**config.mk**
```make
export PLATFORM = sky130hd
export DESIGN_NAME = req_pending_latch
export DESIGN_NICKNAME = d
export VERILOG_FILES = /design/src/rtl/req_pending_latch.sv
export SDC_FILE = /design/constraint.sdc
export NUM_CORES = 1
export LEC_CHECK = 0
export CAP_MARGIN = 40
export CORE_MARGIN = 4
export CORE_UTILIZATION = 42
export CTS_BUF_LIST = sky130_fd_sc_hd__clkbuf_8
export CTS_CLUSTER_SIZE = 25
export DETAILED_ROUTE_END_ITERATION = 8
export PLACE_DENSITY = 0.9
export SLEW_MARGIN = 10
export SYNTH_ARGS = -nofsm -noshare
export SYNTH_HDL_FRONTEND = slang
export SYNTH_SLANG_ARGS = --single-unit
```
**constraint.sdc**
```tcl
create_clock -name clk -period 1.6 [get_ports clk]
set_clock_uncertainty 0.2 [all_clocks]
set_input_delay 0.16 -clock clk [delete_from_list [all_inputs] [get_ports clk]]
set_output_delay 0.16 -clock clk [all_outputs]
set_load 0.02 [all_outputs]
```
**src/rtl/req_pending_latch.sv**
```systemverilog
`default_nettype none
// ============================================================================
//  Module      : req_pending_latch
//  Description : Sticky pending latch for N request lines feeding a priority
//                encoder; ack clears one bit, overflow flags lost requests.
//                Optional macro REQ_SYNC_EN adds a 2-flop req synchroniser.
//  Revision    : 1.0 - initial release
// ============================================================================
module req_pending_latch #(
    parameter int N    = 8,
    parameter int EDGE = 1
) (
    input  logic                 clk,
    input  logic                 rst,
    input  logic [N-1:0]         req,
    input  logic [N-1:0]         mask,
    input  logic                 ack,
    input  logic [$clog2(N)-1:0] ack_idx,
    input  logic                 ovf_clr,
    output logic [N-1:0]         pending,
    output logic                 any_pending,
    output logic [N-1:0]         overflow
);

    localparam int c_IW = $clog2(N);

    logic [N-1:0] w_req_s;
    logic [N-1:0] r_req_q;
    logic [N-1:0] w_ev;
    logic [N-1:0] w_clr;
    logic [N-1:0] w_capt;
    logic [N-1:0] w_pend_nxt;
    logic [N-1:0] w_ovf_set;
    logic [N-1:0] w_ovf_nxt;
    logic [N-1:0] r_pending;
    logic [N-1:0] r_overflow;
    logic         r_any;

`ifdef REQ_SYNC_EN
    logic [N-1:0] r_sync1;
    logic [N-1:0] r_sync2;

    always_ff @(posedge clk) begin
        if (rst) begin
            r_sync1 <= '0;
            r_sync2 <= '0;
        end else begin
            r_sync1 <= req;
            r_sync2 <= r_sync1;
        end
    end

    assign w_req_s = r_sync2;
`else
    assign w_req_s = req;
`endif

    always_ff @(posedge clk) begin
        if (rst) begin
            r_req_q <= '0;
        end else begin
            r_req_q <= w_req_s;
        end
    end

    generate
        if (EDGE != 0) begin : g_edge_detect
            assign w_ev = w_req_s & ~r_req_q;
        end else begin : g_level_detect
            assign w_ev = w_req_s;
        end
    endgenerate

    // Per-bit index compare: an ack_idx that matches no line clears nothing.
    generate
        for (genvar gi = 0; gi < N; gi++) begin : g_clr
            assign w_clr[gi] = ack && (ack_idx == c_IW'(gi));
        end
    endgenerate

    assign w_capt     = w_ev & mask;
    assign w_pend_nxt = (r_pending & ~w_clr) | w_capt;
    assign w_ovf_set  = w_capt & r_pending & ~w_clr;
    assign w_ovf_nxt  = (ovf_clr ? '0 : r_overflow) | w_ovf_set;

    always_ff @(posedge clk) begin
        if (rst) begin
            r_pending  <= '0;
            r_overflow <= '0;
            r_any      <= 1'b0;
        end else begin
            r_pending  <= w_pend_nxt;
            r_overflow <= w_ovf_nxt;
            r_any      <= |w_pend_nxt;
        end
    end

    assign pending     = r_pending;
    assign overflow    = r_overflow;
    assign any_pending = r_any;

endmodule
`default_nettype wire

```
==> flow_summary.ini, run 1 <==
[clock_network]
cts_tree = yes
hold_buffers = 0
cts.sinks = 25
path_clk_slew_ps = 80
cts_setup_buffers = 0
clock_path_buffers = 2
cts_root_buf = clkbuf_8
cts_buffers = 3
clock_latency_ps = 260
htreeDepth = 1

[synthesis]
syn_nets = 110
synth.cell_area_sq_um = 908
synth_cells = 87
avgSynthCellArea_sq_um = 10.4
ys_seq_elements = 25
yosysSeqAreaShare = 0.551
yosysWarningCount = 0
synth.distinct_cells = 14

[timing]
setup_tns_ps = 0
max_clock_freq_mhz = 635
fin_crit_sh = 0.984
worst_pin_slew_ps = 313
drv_slew = 0
fin_crit_ps = 1570
hold_viol = 0
rsz0062_at_grt = false
finalSetupViolCount = 0
slew_headroom = 0.791

[floorplanning]
fp.dieW_microns = 54.5
core_area_sq_mm = 0.00200
fp.dieH_microns = 54.5
io_pins = 40
initial_core_util = 0.454
dieArea_sq_mm = 0.00297
fp-row-count = 16

[cells_and_area]
layout-drive-gt1-share = 0.141
final_common_cell = dfxtp_1
fin_cells = 170
area_growth_pct = 67.6
final_nets = 166
final_cell_mix = dfxtp_1 (25), clkdlybuf4s50_1 (20), nor2_1 (16)

[power]
net-switching-power_w = 0.000298
swShare = 0.239
pwr-share-comb = 0.183
internal_power_w = 0.000950
clkPwrFrac = 0.283
power_w = 0.00125
seq_power_share = 0.534
power.leakage_nw = 0.804
power_density_mw_per_mm2 = 820
peakVddDrop_uv = 768

[global_route]
antenna_found_initial = 1
grt_pass1_wl_mm = 4.10
grt_util_met2 = 0.335
grt_usage = 0.193
overflow = 0
grt_start_max_net_pins = 26
met1_usage = 0.219
busiest_layer = met2
grt_util_met3 = 0.0436
grt_pass1_vias = 927

[critical_path]
crit_path_end_kind = output port
slowest_stage = clkdlybuf4s50_1
path_cells = clkdlybuf4s50_1
worstPathRequired_ps = 1240
crit_family = buffers and inverters
worstSetupPathType = reg2out
max_stage_delay_ps = 610
cp-start-kind = flip-flop
path_max_fanout = 2
worst-path-buf-inv = 1
cp.arrival_ps = 1210

[place]
dp_hpwl_mm = 2.01
io_buffers = 39
place_congestion = 0.776
dp.cells = 165

[route]
post_drt_wl_per_cell_microns = 16.4
drc_errors = 0
drtIter0Drc = 15
num_vias = 906
dr.pass1.iters = 4
routed_wl_mm = 2.78
postRouteAntennaNets = 0
vias_per_cell = 5.33

[worst_hold_path]
hold_path_class = in2reg

[run_status]
status = finished clean

[job]
max_cap_violations = 0
==> registers in the layout (all words and copies together) (netlist names) <==
name,count
any_pending,1
overflow,8
pending,8
r_req_q,8
==> power groups by stage <==
stage	clock (W)	combinational, W	sequential (W)
final	0.000353	0.000229	0.000666
after global routing	0.000386	0.000245	0.000670
after global placement	0	0.000226	0.000678
after floorplan	0	0.0000614	0.000700
after CTS	0.000361	0.000227	0.000665
after detailed placement	0	0.000233	0.000680
==> final cells by class <==
type                    count  area [sq um]
flip-flops and latches     25           500
inverters                   1          3.75
clock buffers               3          41.3
fillers                   136           479
multi-input cells          59           408
diodes                      1          2.50
repair buffers             53           529
well taps                  27          33.8
clock inverters             1          3.75
==> routing by layer <==
layer,up-vias,share of wire,wire length [microns]
li1,431,-,-
met1,436,0.36,996
met2,35,0.56,1550
met3,4,0.060,166
met4,0,0.023,65
met5,-,0,0
==> path summary, 6_finish.rpt <==
path / end / slack (ps) / cells past startpoint / start
worst min-delay path: pending[0] / 150 / 4 / ack_idx[0]
worst max-delay path: overflow[2] / 30 / 1 / overflow[2]
worst min register to register: overflow[5] / 290 / 2 / overflow[5]
worst max register to register: any_pending / 310 / 4 / r_req_q[5]
==> stage by stage <==
step	instance area (sq um)	util	hold slack (ps)	setup slack (ps)
floorplan	908	-	31.6	197
global placement	1440	0.721	264	-242
detailed placement	1440	0.721	278	-327
CTS	1480	0.739	210	1.20
global route	1520	0.761	174	3.00
finish	1520	0.761	148	26.1
==> cells in the mapped netlist (all sizes together) <==
| master | instances | share of area |
|---|---|---|
| and3b | 8 | 0.077 |
| a32oi | 8 | 0.077 |
| dfxtp | 25 | 0.55 |
| nand4 | 1 | 0.0069 |
| nand4b | 3 | 0.029 |
| nor2b | 8 | 0.055 |
| nor2 | 16 | 0.066 |
| or4b | 1 | 0.015 |
| inv | 1 | 0.0041 |
| nand4bb | 3 | 0.037 |
| and4 | 2 | 0.019 |
| clkbuf | 2 | 0.0083 |
| a21oi | 9 | 0.054 |
==> kinds of logic (layout without fill, tap and decap cells) <==
logic type	count (synthesis)	count (layout)	share of synthesized area
DFF	25	25	0.551
other	0	1	0
AOI/OAI and AO/OA	17	17	0.131
buffers and inverters	3	58	0.0124
and+or+nand+nor	42	42	0.306
==> repair_timing <==
action	CTS	global route
gates resized for setup	7	14
pin swaps	2	2
hold endpoints to repair	0	0
endpoints found under the setup margin	7	10
gates cloned	0	0
(Power assumes the default switching activity.)
==> inputs of run 2 (changes only) <==
--- a/config.mk
+++ b/config.mk
@@ -7,11 +7,12 @@
 export LEC_CHECK = 0
 export CAP_MARGIN = 40
 export CORE_MARGIN = 4
-export CORE_UTILIZATION = 42
+export CORE_UTILIZATION = 35
 export CTS_BUF_LIST = sky130_fd_sc_hd__clkbuf_8
 export CTS_CLUSTER_SIZE = 25
 export DETAILED_ROUTE_END_ITERATION = 8
-export PLACE_DENSITY = 0.9
+export PLACE_DENSITY = 0.79
+export REMOVE_ABC_BUFFERS = 1
 export SLEW_MARGIN = 10
 export SYNTH_ARGS = -nofsm -noshare
 export SYNTH_HDL_FRONTEND = slang
==> run 2 against run 1 <==
Compared with the run above: hold slack lost 7.5 ps; clock power down 2%; clock-buffer cell count unchanged; sequential share of layout area shrank 0.13 points; power decreased by 1.0%.
==> flow_summary.ini, run 2 (synthesized netlist as in run 1, its figures left out) <==
[run_status]
status = finished clean

[timing]
hold_viol = 0
rsz0062_at_grt = false
finalSetupViolCount = 0
finalWorstSetupSlack_ps = 43.1
worst_pin_slew_ps = 292
max_clock_freq_mhz = 642
slew_headroom = 0.805
fin_crit_ps = 1560
drv_slew = 0
fin_crit_sh = 0.973

[critical_path]
cp.arrival_ps = 1200
worst-path-buf-inv = 1
regToRegSetupSlack_ps = 350
crit_path_end_kind = output port
max_stage_delay_ps = 610
worstSetupPathType = reg2out
worstPathRequired_ps = 1240
reg2regPathDepth = 4
r2r_end = any_pending
path_max_fanout = 2
cp-start-kind = flip-flop
path_cells = clkdlybuf4s50_1
r2r_start = r_req_q[2]
slowest_stage = clkdlybuf4s50_1
crit_family = buffers and inverters

[worst_hold_path]
min_from = ack_idx[0]
hold_path_class = in2reg
whs_endpoint = pending[0]
hold_path_depth = 4

[global_route]
grt_pass1_wl_mm = 3.89
grt_start_max_net_pins = 26
grt_usage = 0.144
antenna_found_initial = 0
overflow = 0
grt_pass1_vias = 885

[floorplanning]
fp.dieH_microns = 58.9
dieArea_sq_mm = 0.00347
core_area_sq_mm = 0.00248
fp-row-count = 18
io_pins = 40
fp.dieW_microns = 58.9
initial_core_util = 0.367

[power]
swShare = 0.231
clkPwrFrac = 0.280
internal_power_w = 0.000950
power.leakage_nw = 0.807
net-switching-power_w = 0.000285
pwr-share-comb = 0.182
seq_power_share = 0.538
peakVddDrop_uv = 550
power_density_mw_per_mm2 = 808

[cells_and_area]
final_cell_mix = dfxtp_1 (25), clkdlybuf4s50_1 (21), nor2_1 (16)
layout-drive-gt1-share = 0.147
fin_cells = 173
final_common_cell = dfxtp_1
n_antenna_cell = 0
area_growth_pct = 68.3
nFillCells = 223
final_nets = 167

[route]
vias_per_cell = 5.13
post_drt_wl_per_cell_microns = 13.7
drc_errors = 0
routed_wl_mm = 2.37
drtIter0Drc = 20
dr.pass1.iters = 4
postRouteAntennaNets = 0
num_vias = 887

[clock_network]
cts_tree = yes
htreeDepth = 1
path_clk_slew_ps = 80
cts_buffers = 3
cts_root_buf = clkbuf_8
clock_path_buffers = 2
cts.sinks = 25
clock_latency_ps = 260
hold_buffers = 0
cts_setup_buffers = 0

[place]
pre_cts_ws_ps = -276
dp_hpwl_mm = 1.73
io_buffers = 39
dp.cells = 169
place_congestion = 0.858

[job]
max_cap_violations = 0
==> run 2: cell count changes in the layout (fill, tap and decap cells not counted), sizes merged <==
cell	change
dlygate4sd2	-2
buf	+1
clkdlybuf4s50	+1
diode	-1
dlymetal6s2s	+1
==> run 2: layout make-up <==
cell class              count  area (sq um)  area share
clock buffers               3          41.3      0.0270
clock inverters             1          3.75     0.00245
inverters                   1          3.75     0.00245
multi-input cells          59           400       0.262
flip-flops and latches     25           500       0.327
well taps                  30          37.5      0.0245
repair buffers             54           542       0.354
==> run 2: stage by stage <==
stage | hold slack, ps | TNS [ps] | total power, W | instance area (sq um) | util
after CTS | 273 | 0 | 0.00125 | 1490 | 0.603
after detailed placement | 274 | -875 | 0.000910 | 1450 | 0.587
after global routing | 163 | 0 | 0.00129 | 1530 | 0.617
after global placement | 266 | -698 | 0.000904 | 1450 | 0.587
final | 141 | 0 | 0.00124 | 1530 | 0.617
after floorplan | 29.1 | 0 | 0.000756 | 901 | -
==> run 2: worst max path at each step <==
stage                startpoint           to  slack, ps  cells after the start
finish              overflow[7]  overflow[7]         40                      1
global route        any_pending  any_pending          3                      1
CTS                  pending[2]   pending[2]        0.3                      1
detailed placement   ack_idx[2]  any_pending       -280                      5
global placement     ack_idx[2]  any_pending       -250                      5
floorplan            ack_idx[2]  any_pending        210                      4
==> run 2: tightest hold or removal path: cells and delay by family <==
family / cells / cell delay (ps)
AOI/OAI and AO/OA: 1 / 60
buffers and inverters: 1 / 100
and+or+nand+nor: 2 / 240
==> run 2: per-layer routing <==
layer / up-vias / wire length, microns / global-route usage
met5: - / 0 / 0
met4: 0 / 21 / 0.0583
met3: 4 / 195 / 0.0263
met2: 33 / 1200 / 0.251
met1: 417 / 957 / 0.173
li1: 433 / - / -
==> run 2: power groups by stage <==
stage,Combinational [W],Sequential [W],Clock (W)
after detailed placement,0.000230,0.000680,0
final,0.000224,0.000665,0.000346
after global routing,0.000243,0.000668,0.000383
after CTS,0.000227,0.000665,0.000362
after global placement,0.000226,0.000678,0
after floorplan,0.0000557,0.000700,0
==> run 2: what timing repair did <==
action / CTS / global route
pin swaps: 1 / 2
endpoints found under the setup margin: 6 / 10
gates resized for setup: 5 / 14
